===== config.mk =====
export PLATFORM = sky130hd
export DESIGN_NAME = imem_boot_loader
export DESIGN_NICKNAME = d
export VERILOG_FILES = /design/src/rtl/imem_boot_loader.sv
export SDC_FILE = /design/constraint.sdc
export NUM_CORES = 1
export LEC_CHECK = 0
export CORE_MARGIN = 5
export CORE_UTILIZATION = 55
export DETAILED_ROUTE_END_ITERATION = 10
export PLACE_DENSITY = 0.8
export SLEW_MARGIN = 10
export SYNTH_ARGS = -nofsm -noshare
export SYNTH_HDL_FRONTEND = slang
export SYNTH_SLANG_ARGS = --single-unit
export TNS_END_PERCENT = 30

===== constraint.sdc =====
create_clock -name clk -period 7.4 [get_ports clk]
set_input_delay 1.48 -clock clk [delete_from_list [all_inputs] [get_ports clk]]
set_output_delay 1.48 -clock clk [all_outputs]
set_load 0.05 [all_outputs]

===== src/rtl/imem_boot_loader.sv =====
// Byte-serial program loader for the instruction memory. It receives a framed image
// (a 4-byte word count, then 4*N payload bytes, then one XOR checksum byte), writes the
// big-endian words to consecutive word addresses, and holds the core in reset until the
// image has been verified.
module imem_boot_loader #(
  parameter logic [31:0] BASE_ADDR = 32'd0,
  parameter int unsigned MAX_WORDS = 262144,
  parameter int unsigned CNT_W     = 32
) (
  input  logic             clk,
  input  logic             rst,
  input  logic             start,
  input  logic [7:0]       rx_data,
  input  logic             rx_valid,
  output logic             rx_ready,
  output logic             mem_we,
  output logic [31:0]      mem_addr,
  output logic [31:0]      mem_wdata,
  output logic             core_rst,
  output logic             busy,
  output logic             done,
  output logic             err,
  output logic [CNT_W-1:0] words_loaded
);

  typedef enum logic [2:0] {
    StIdle,
    StHdr,
    StData,
    StWrite,
    StCsum,
    StDone,
    StError
  } state_t;

  state_t           r_state;
  logic [1:0]       r_byte_cnt;
  logic [31:0]      r_n;
  logic [31:0]      r_word;
  logic [7:0]       r_xor;
  logic             r_rx_ready;
  logic             r_mem_we;
  logic [31:0]      r_mem_addr;
  logic [31:0]      r_mem_wdata;
  logic             r_core_rst;
  logic             r_busy;
  logic             r_done;
  logic             r_err;
  logic [CNT_W-1:0] r_words_loaded;

  logic             w_xfer;
  logic [7:0]       w_xor_next;
  logic [31:0]      w_hdr_next;
  logic [31:0]      w_word_next;
  logic [CNT_W-1:0] w_wl_inc;
  logic [31:0]      w_addr;
  logic             w_last_byte;

  assign w_xfer      = rx_valid & r_rx_ready;
  assign w_xor_next  = r_xor ^ rx_data;
  assign w_hdr_next  = {r_n[23:0], rx_data};
  assign w_word_next = {r_word[23:0], rx_data};
  assign w_wl_inc    = r_words_loaded + CNT_W'(1);
  // Byte address of the word about to be written; wraps modulo 2^32.
  assign w_addr      = BASE_ADDR + (32'(r_words_loaded) << 2);
  assign w_last_byte = (r_byte_cnt == 2'd3);

  // Loader FSM; every status output is a flop updated alongside the state.
  always_ff @(posedge clk or posedge rst) begin
    if (rst) begin
      r_state        <= StIdle;
      r_byte_cnt     <= 2'd0;
      r_n            <= 32'd0;
      r_word         <= 32'd0;
      r_xor          <= 8'd0;
      r_rx_ready     <= 1'b0;
      r_mem_we       <= 1'b0;
      r_mem_addr     <= BASE_ADDR;
      r_mem_wdata    <= 32'd0;
      r_core_rst     <= 1'b1;
      r_busy         <= 1'b0;
      r_done         <= 1'b0;
      r_err          <= 1'b0;
      r_words_loaded <= '0;
    end else begin
      case (r_state)
        StIdle, StError: begin
          if (start) begin
            r_state        <= StHdr;
            r_byte_cnt     <= 2'd0;
            r_xor          <= 8'd0;
            r_words_loaded <= '0;
            r_err          <= 1'b0;
            r_rx_ready     <= 1'b1;
            r_busy         <= 1'b1;
          end
        end
        StHdr: begin
          if (w_xfer) begin
            r_n        <= w_hdr_next;
            r_xor      <= w_xor_next;
            r_byte_cnt <= r_byte_cnt + 2'd1;
            if (w_last_byte) begin
              if (w_hdr_next == 32'd0) begin
                r_state <= StCsum;
              end else if (w_hdr_next > 32'(MAX_WORDS)) begin
                r_state    <= StError;
                r_rx_ready <= 1'b0;
                r_busy     <= 1'b0;
                r_err      <= 1'b1;
              end else begin
                r_state <= StData;
              end
            end
          end
        end
        StData: begin
          if (w_xfer) begin
            r_word     <= w_word_next;
            r_xor      <= w_xor_next;
            r_byte_cnt <= r_byte_cnt + 2'd1;
            if (w_last_byte) begin
              r_state     <= StWrite;
              r_rx_ready  <= 1'b0;
              r_mem_we    <= 1'b1;
              r_mem_addr  <= w_addr;
              r_mem_wdata <= w_word_next;
            end
          end
        end
        StWrite: begin
          r_mem_we       <= 1'b0;
          r_rx_ready     <= 1'b1;
          r_words_loaded <= w_wl_inc;
          r_state        <= (32'(w_wl_inc) == r_n) ? StCsum : StData;
        end
        StCsum: begin
          if (w_xfer) begin
            r_rx_ready <= 1'b0;
            r_busy     <= 1'b0;
            if (rx_data == r_xor) begin
              r_state    <= StDone;
              r_done     <= 1'b1;
              r_core_rst <= 1'b0;
            end else begin
              r_state <= StError;
              r_err   <= 1'b1;
            end
          end
        end
        StDone: begin
          // Terminal until reset.
        end
        default: begin
          r_state <= StIdle;
        end
      endcase
    end
  end

  assign rx_ready     = r_rx_ready;
  assign mem_we       = r_mem_we;
  assign mem_addr     = r_mem_addr;
  assign mem_wdata    = r_mem_wdata;
  assign core_rst     = r_core_rst;
  assign busy         = r_busy;
  assign done         = r_done;
  assign err          = r_err;
  assign words_loaded = r_words_loaded;

endmodule


==> impl_results.md <==
* Status: finished clean
* Setup slack, reg-to-reg at 3.54 ns
* Post-Syn Area at 8290 µm²
* Setup crit end kind: flop
* # hold bufs at CTS at 0
* YS warnings at 0
* Clk sinks at 169
* Hold Crit Depth at 1
* Overall Global Routing Usage at 0.227
* Nets@finish at 903
* CTS tree: done
* Area after DPL at 9450 µm²
* Post-synth ARST share at 1.00
* Post-CTS resize count at 0
* Mean Syn Cell Area at 10.3 µm²
* Critical Path Fanout Max at 35
* Fin Clk Skew at 0.0111 ns
* FF-to-FF End: r_state[1]
* Final count of negative-setup-slack endpoints at 0
* CP Launch Type: input port
* Clk slew on worst S/H paths at 0.07 ns
* Fmax at 220 MHz
* Reg-to-Reg Start: words_loaded[0]
* Share of the synthesized area in the top cell type at 0.507
* Detailed Route Iter0 Violations at 670
* EDFF count, synth at 0
* DP Wirelength at 13300 µm
* Ys flop type: dfrtp_1
* Mux cell area share after synthesis at 0.130
* Placer Congestion at 0.922
* # diodes at 0
* Sequential area share after synthesis at 0.510
* Critical Path AT at 4.86 ns
* Worst hold path class: flop to flop
* Library cells used by synthesis at 58
* Simple-gate share of the synthesized area at 0.168
* Post-route cell area at 10100 µm²
* Vias in the first global route at 6198
* Max-Cap Viols at 0
* Via count at 6515
* Dpl ws at 2.41 ns
* Initial core utilization at 0.566
* Register area at 4230 µm²
* H-tree depth at 4
* Fillers at 1072
* Post-synthesis compound-gate area fraction at 0.0958
* Layout cells sized above 1 at 0.159
* VDD IR max at 0.304 mV
* Port Buf Inserts at 111
* Multi-input logic area at 3800 µm²
* CP Launch Point: rx_valid
* Reg2reg path depth at 9
* Maximum root-to-sink buffer count at 2
* Chip Width at 133 µm
* Vias per cell at 6.00
* Drt total wl at 19800 µm
* Setup bufs post-CTS at 0
* Synth top area cells: dfrtp_1 (51%), mux2_2 (12%), nand2_1 (6.4%)
* ANT nets after route at 0
* Placed cells at 1054
* RSZ-0062 raised after global routing: no
* I/O pin total at 114
* Row Count at 44
* Setup TNS at 0 ns
* Pin count of the biggest net entering global routing at 103
* Synth Area in Adders at 0.00302
* Die area at 17600 µm²
* Static Leakage at 4.49 nW
* Synth Area in XOR/XNOR at 0.0608
* Critical Setup Path Class: input port to flop
* Core ar. at 14600 µm²
* Residual DRC at 0
* Synth cell count leaders: dfrtp_1 (168), nand2_1 (142), mux2_2 (91)
* Final cell count without fillers at 1086
* Worst skew pair latency at 0.44 ns
* Tmin final at 4.55 ns
* Synthesized flop and latch total at 169
* Initial antenna violation count at 0
* Final Cycle Share at 0.615
* Top-count cell post-synth: dfrtp_1
* Root buf cell: clkbuf_16
* First-pass GRT wire length at 32500 µm
* Total power at 3.73 mW
* Worst Tran Pin Value at 1.03 ns
* Final Slew Violations at 0
* Number of iterations in the first detailed-routing pass at 5
* Die Y at 133 µm
* Hold Vio Cnt, Final at 0
* Power per standard cell area at 369 nW/µm²
* Wire per inst at 18.2 µm
* Biggest area consumer among synthesized cells: dfrtp_1
* Worst slew margin relative to its limit at 0.307
* Post-Syn Instances at 807
* CTS Buf Count at 17
* CP Capture Point: mem_addr[27]
* Largest family of logic cells by synthesized area: simple AND/OR/NAND/NOR gates
* Crit path required time at 7.71 ns
* Final worst slack at 2.85 ns
* Area growth from synthesis to layout at 21.7%
* GR Overflow Total at 0
==> layout by cell type (no fill, tap or decap), types with 11 or more instances in the layout <==
cell type and count:
dfrtp_1 168, nand2_1 141, clkdlybuf4s50_1 111, mux2_2 91, o21ai_0 68, xnor2_1 40
nor2_1 36, nand3_1 23, nor4_1 17, clkbuf_16 17, nand4_1 13, xor2_1 13
a31oi_1 12, a21oi_1 12, o31ai_1 11
==> power by group <==
group / switching [mW] / internal [mW] / total [mW] / leakage [nW]
clock network: 0.391 / 0.572 / 0.963 / 0.307
registers: 0.257 / 1.15 / 1.41 / 2.27
logic: 0.834 / 0.519 / 1.35 / 1.92
total: 1.48 / 2.24 / 3.73 / 4.49
==> state kept, by name, indices dropped and copies added, names as in the netlist <==
| register | count |
|---|---|
| r_xor | 8 |
| mem_we | 1 |
| r_word | 24 |
| mem_wdata | 32 |
| core_rst | 1 |
| r_n | 32 |
| done | 1 |
| rx_ready | 1 |
| r_byte_cnt | 2 |
| err | 1 |
| busy | 1 |
| words_loaded | 32 |
| r_state | 3 |
| mem_addr | 30 |
==> how the worst min path moves through the flow <==
| stage | from | endpoint | slack, ns |
|---|---|---|---|
| after floorplan | r_word[19] | r_word[19] | 0.44 |
| after global placement | done | done | 0.46 |
| after detailed placement | r_word[21] | r_word[21] | 0.47 |
| after CTS | r_word[21] | r_word[21] | 0.48 |
| after global routing | core_rst | core_rst | 0.50 |
| final | r_byte_cnt[0] | r_byte_cnt[0] | 0.48 |
==> kinds of logic (layout without fill, tap and decap cells) <==
group / count (synthesis) / count (layout)
adder cells (fa/ha/maj): 2 / 2
buffers and inverters: 63 / 157
flip-flops: 169 / 169
other: 1 / 2
XOR/XNOR: 55 / 55
AND/OR/NAND/NOR: 289 / 289
AO/OA/AOI/OAI: 132 / 132
multiplexers: 96 / 96
==> worst max-delay path: stages <==
cell and delay, ns:
clkdlybuf4s50_1 0.45, nand2_1 0.19, or3_1 0.70, inv_2 0.37, nand2_2 0.76, buf_4 0.50, mux2_2 0.39
==> metrics by stage <==
| stage | util | hold WS, ns |
|---|---|---|
| after floorplan | - | 0.442 |
| after detailed placement | 0.645 | 0.467 |
| after global routing | 0.689 | 0.503 |
| final | 0.689 | 0.481 |
| after CTS | 0.689 | 0.484 |
| after global placement | 0.645 | 0.456 |
==> cell type report <==
cell class / count / share of cell area
clock buffers: 17 / 0.0422
well taps: 184 / 0.0228
inverters: 9 / 0.00384
flip-flops and latches: 169 / 0.419
repair buffers: 116 / 0.114
multi-input cells: 576 / 0.377
clock inverters: 15 / 0.0211
==> routing by layer <==
metal / global-route usage / part of all wire
met4: 0.0699 / 0.014
met2: 0.344 / 0.47
met5: 0 / 0
met1: 0.330 / 0.45
met3: 0.0482 / 0.067
No activity file was read; power rests on OpenSTA's default activity.
==> variant, RTL diff (same settings) <==
Encoding of `state_t`: now one-hot (7 bits for 7 states).
--- a/src/rtl/imem_boot_loader.sv
+++ b/src/rtl/imem_boot_loader.sv
@@ -23,14 +23,14 @@
   output logic [CNT_W-1:0] words_loaded
 );
 
-  typedef enum logic [2:0] {
-    StIdle,
-    StHdr,
-    StData,
-    StWrite,
-    StCsum,
-    StDone,
-    StError
+  typedef enum logic [6:0] {
+    StIdle  = 7'b0000001,
+    StHdr   = 7'b0000010,
+    StData  = 7'b0000100,
+    StWrite = 7'b0001000,
+    StCsum  = 7'b0010000,
+    StDone  = 7'b0100000,
+    StError = 7'b1000000
   } state_t;
 
   state_t           r_state;
Function: no difference found for any inputs over 4 cycles, from zero or initial values and one cycle with rst high; so few cycles prove little.
==> variant against the unedited design <==
- register-to-register slack gained 360 ps
- via count grew 2.4%
- worst setup slack gained 810 ps
- first-iteration DRC count grew 1.3%
- final area grew 1.4%
- global-route usage grew 1.3 points
- synthesized area grew 2.6%
- critical path depth grew 1
- wire length grew 4.4%
- total power shrank 26%
- count of clock-buffer cells in the layout grew 1
- sequential cell count grew 4
- largest power group unchanged
==> variant: results (changes against the unedited design) <==
Fraction of the yosys area taken by sequential cells: 0.5091 (-0.001222)
Worst Path Max Fanout: 29 (-17%)
Status: complete, no violations
Met1 Wirelength: 9201 um (+2.9%)
Ranking of synthesized cells by area: dfrtp_1, mux2_2, nand2_1, o21ai_0, xnor2_1
Critical-path top delay cell: or4b_2
CP peak stage delay: 620 ps (-140 ps)
Multi-Input Combinational: 578 (+0.35%)
Critical path arrival: 4060 ps (-800 ps)
Ratio of cells with drive above 1 in the final layout: 0.1751 (+0.01657)
Hold_ws: 474.2 ps (-7.068 ps)
VDD IR-drop max: 0.1639 mV (-46%)
Largest net degree at the start of global routing: 98 (-4.9%)
WL met3: 1744 um (+32%)
# clock sinks: 173 (+2.4%)
Tmin final: 3736 ps (-811.7 ps)
GR Layer Usage met1: 0.3563 (+0.02580)
Met3 GRT Util: 0.06002 (+0.01180)
Inverters: 8 (-1)
Port bufs: 111 (unchanged)
First-pass GRT wire length: 34,440 um (+6.1%)
Non-Filler Instances: 1,096 (+0.92%)
1st-pass router iterations: 6 (+1)
Post-synthesis mux area share: 0.1304 (+0.0007808)
Routed wl met2: 9254 um (+0.42%)
Final #Nets: 909 (+0.66%)
Compound-cell area share of the yosys netlist: 0.09691 (+0.001063)
Commonest cells in the synthesized netlist: dfrtp_1, nand2_1, mux2_2
1st-iter DRT viols: 679 (+1.3%)
Reg area: 0.004332 sq mm (+2.4%)
Placed Cells: 1,064 (+0.95%)
Clock skew: 14.74 ps (+3.656 ps)
Post-DR wirelength/cell: 18.82 um (+3.5%)
Vias in the first global route: 6,481 (+4.6%)
GRT Overall Usage: 0.2403 (+0.01322)
Static Leak: 4.701 nW (+4.7%)
Rel. slew slack: 0.2516 (-0.05509)
Dpl ws: 3294 ps (+887.3 ps)
Post-cts repair resize count: 0 (unchanged)
CLK BUF: 18 (+1)
Clk_lat worst skew: 430 ps
Adder-Cell Fraction of Synth Area: 0.002941 (-0.00007769)
Signal buf overhead: 0.1131 (-0.0007840)
R2r setup slk: 3900 ps (+360 ps)
Post-DP Area: 0.009662 sq mm (+2.2%)
Vias: 6,672 (+2.4%)
Xor/xnor cell area share of the yosys netlist: 0.05721 (-0.003624)
Final HPWL DP: 14,040 um (+5.9%)
Bufs w/o clock: 117 (+0.86%)
CTS hold repair buffers: 0 (unchanged)
Mapped Cells: 811 (+0.50%)
Synth cell types: 66 (+14%)
Routability cong.: 0.9504 (+3.1%)
Clock-cell share of area: 0.05518 (-0.008062)
PD cells: 270.5 mW/mm^2 (-27%)
Initial antenna violation count: 0 (unchanged)
Filler Cell Count: 1,155 (+7.7%)
Area occupied by multi-input gates: 0.003904 sq mm (+2.6%)
Site row count: 45 (+2.3%)
GRT met2 Usage: 0.3503 (+0.006547)
[variant: cell count changes in the layout (fill, tap and decap cells not counted), sizes merged, moves of 5 or more]
cell / before / now
a22o: 0 / 5
a31oi: 12 / 5
nand2: 142 / 121
nor2: 36 / 46
nor3: 11 / 19
nor4: 18 / 11
or3: 10 / 3
or4: 4 / 10
xnor2: 41 / 29
xor2: 13 / 24
[variant: power breakdown]
part,switching [mW],leakage (nW),internal (mW)
Clock,0.404,0.276,0.452
Sequential,0.146,2.37,1.07
Combinational,0.403,2.05,0.294
Total,0.954,4.70,1.81
[variant: final timing paths]
check                                startpoint              end  cells past startpoint
worst max-delay path                   rx_valid  words_loaded[8]                      8
worst min-delay path                 r_word[21]       r_word[21]                      2
worst max register to register  words_loaded[0]       r_state[2]                      8
worst min register to register       r_word[21]       r_word[21]                      2
max in group asynchronous                   rst          r_n[25]                      3
min in group asynchronous                   rst     mem_addr[18]                      2
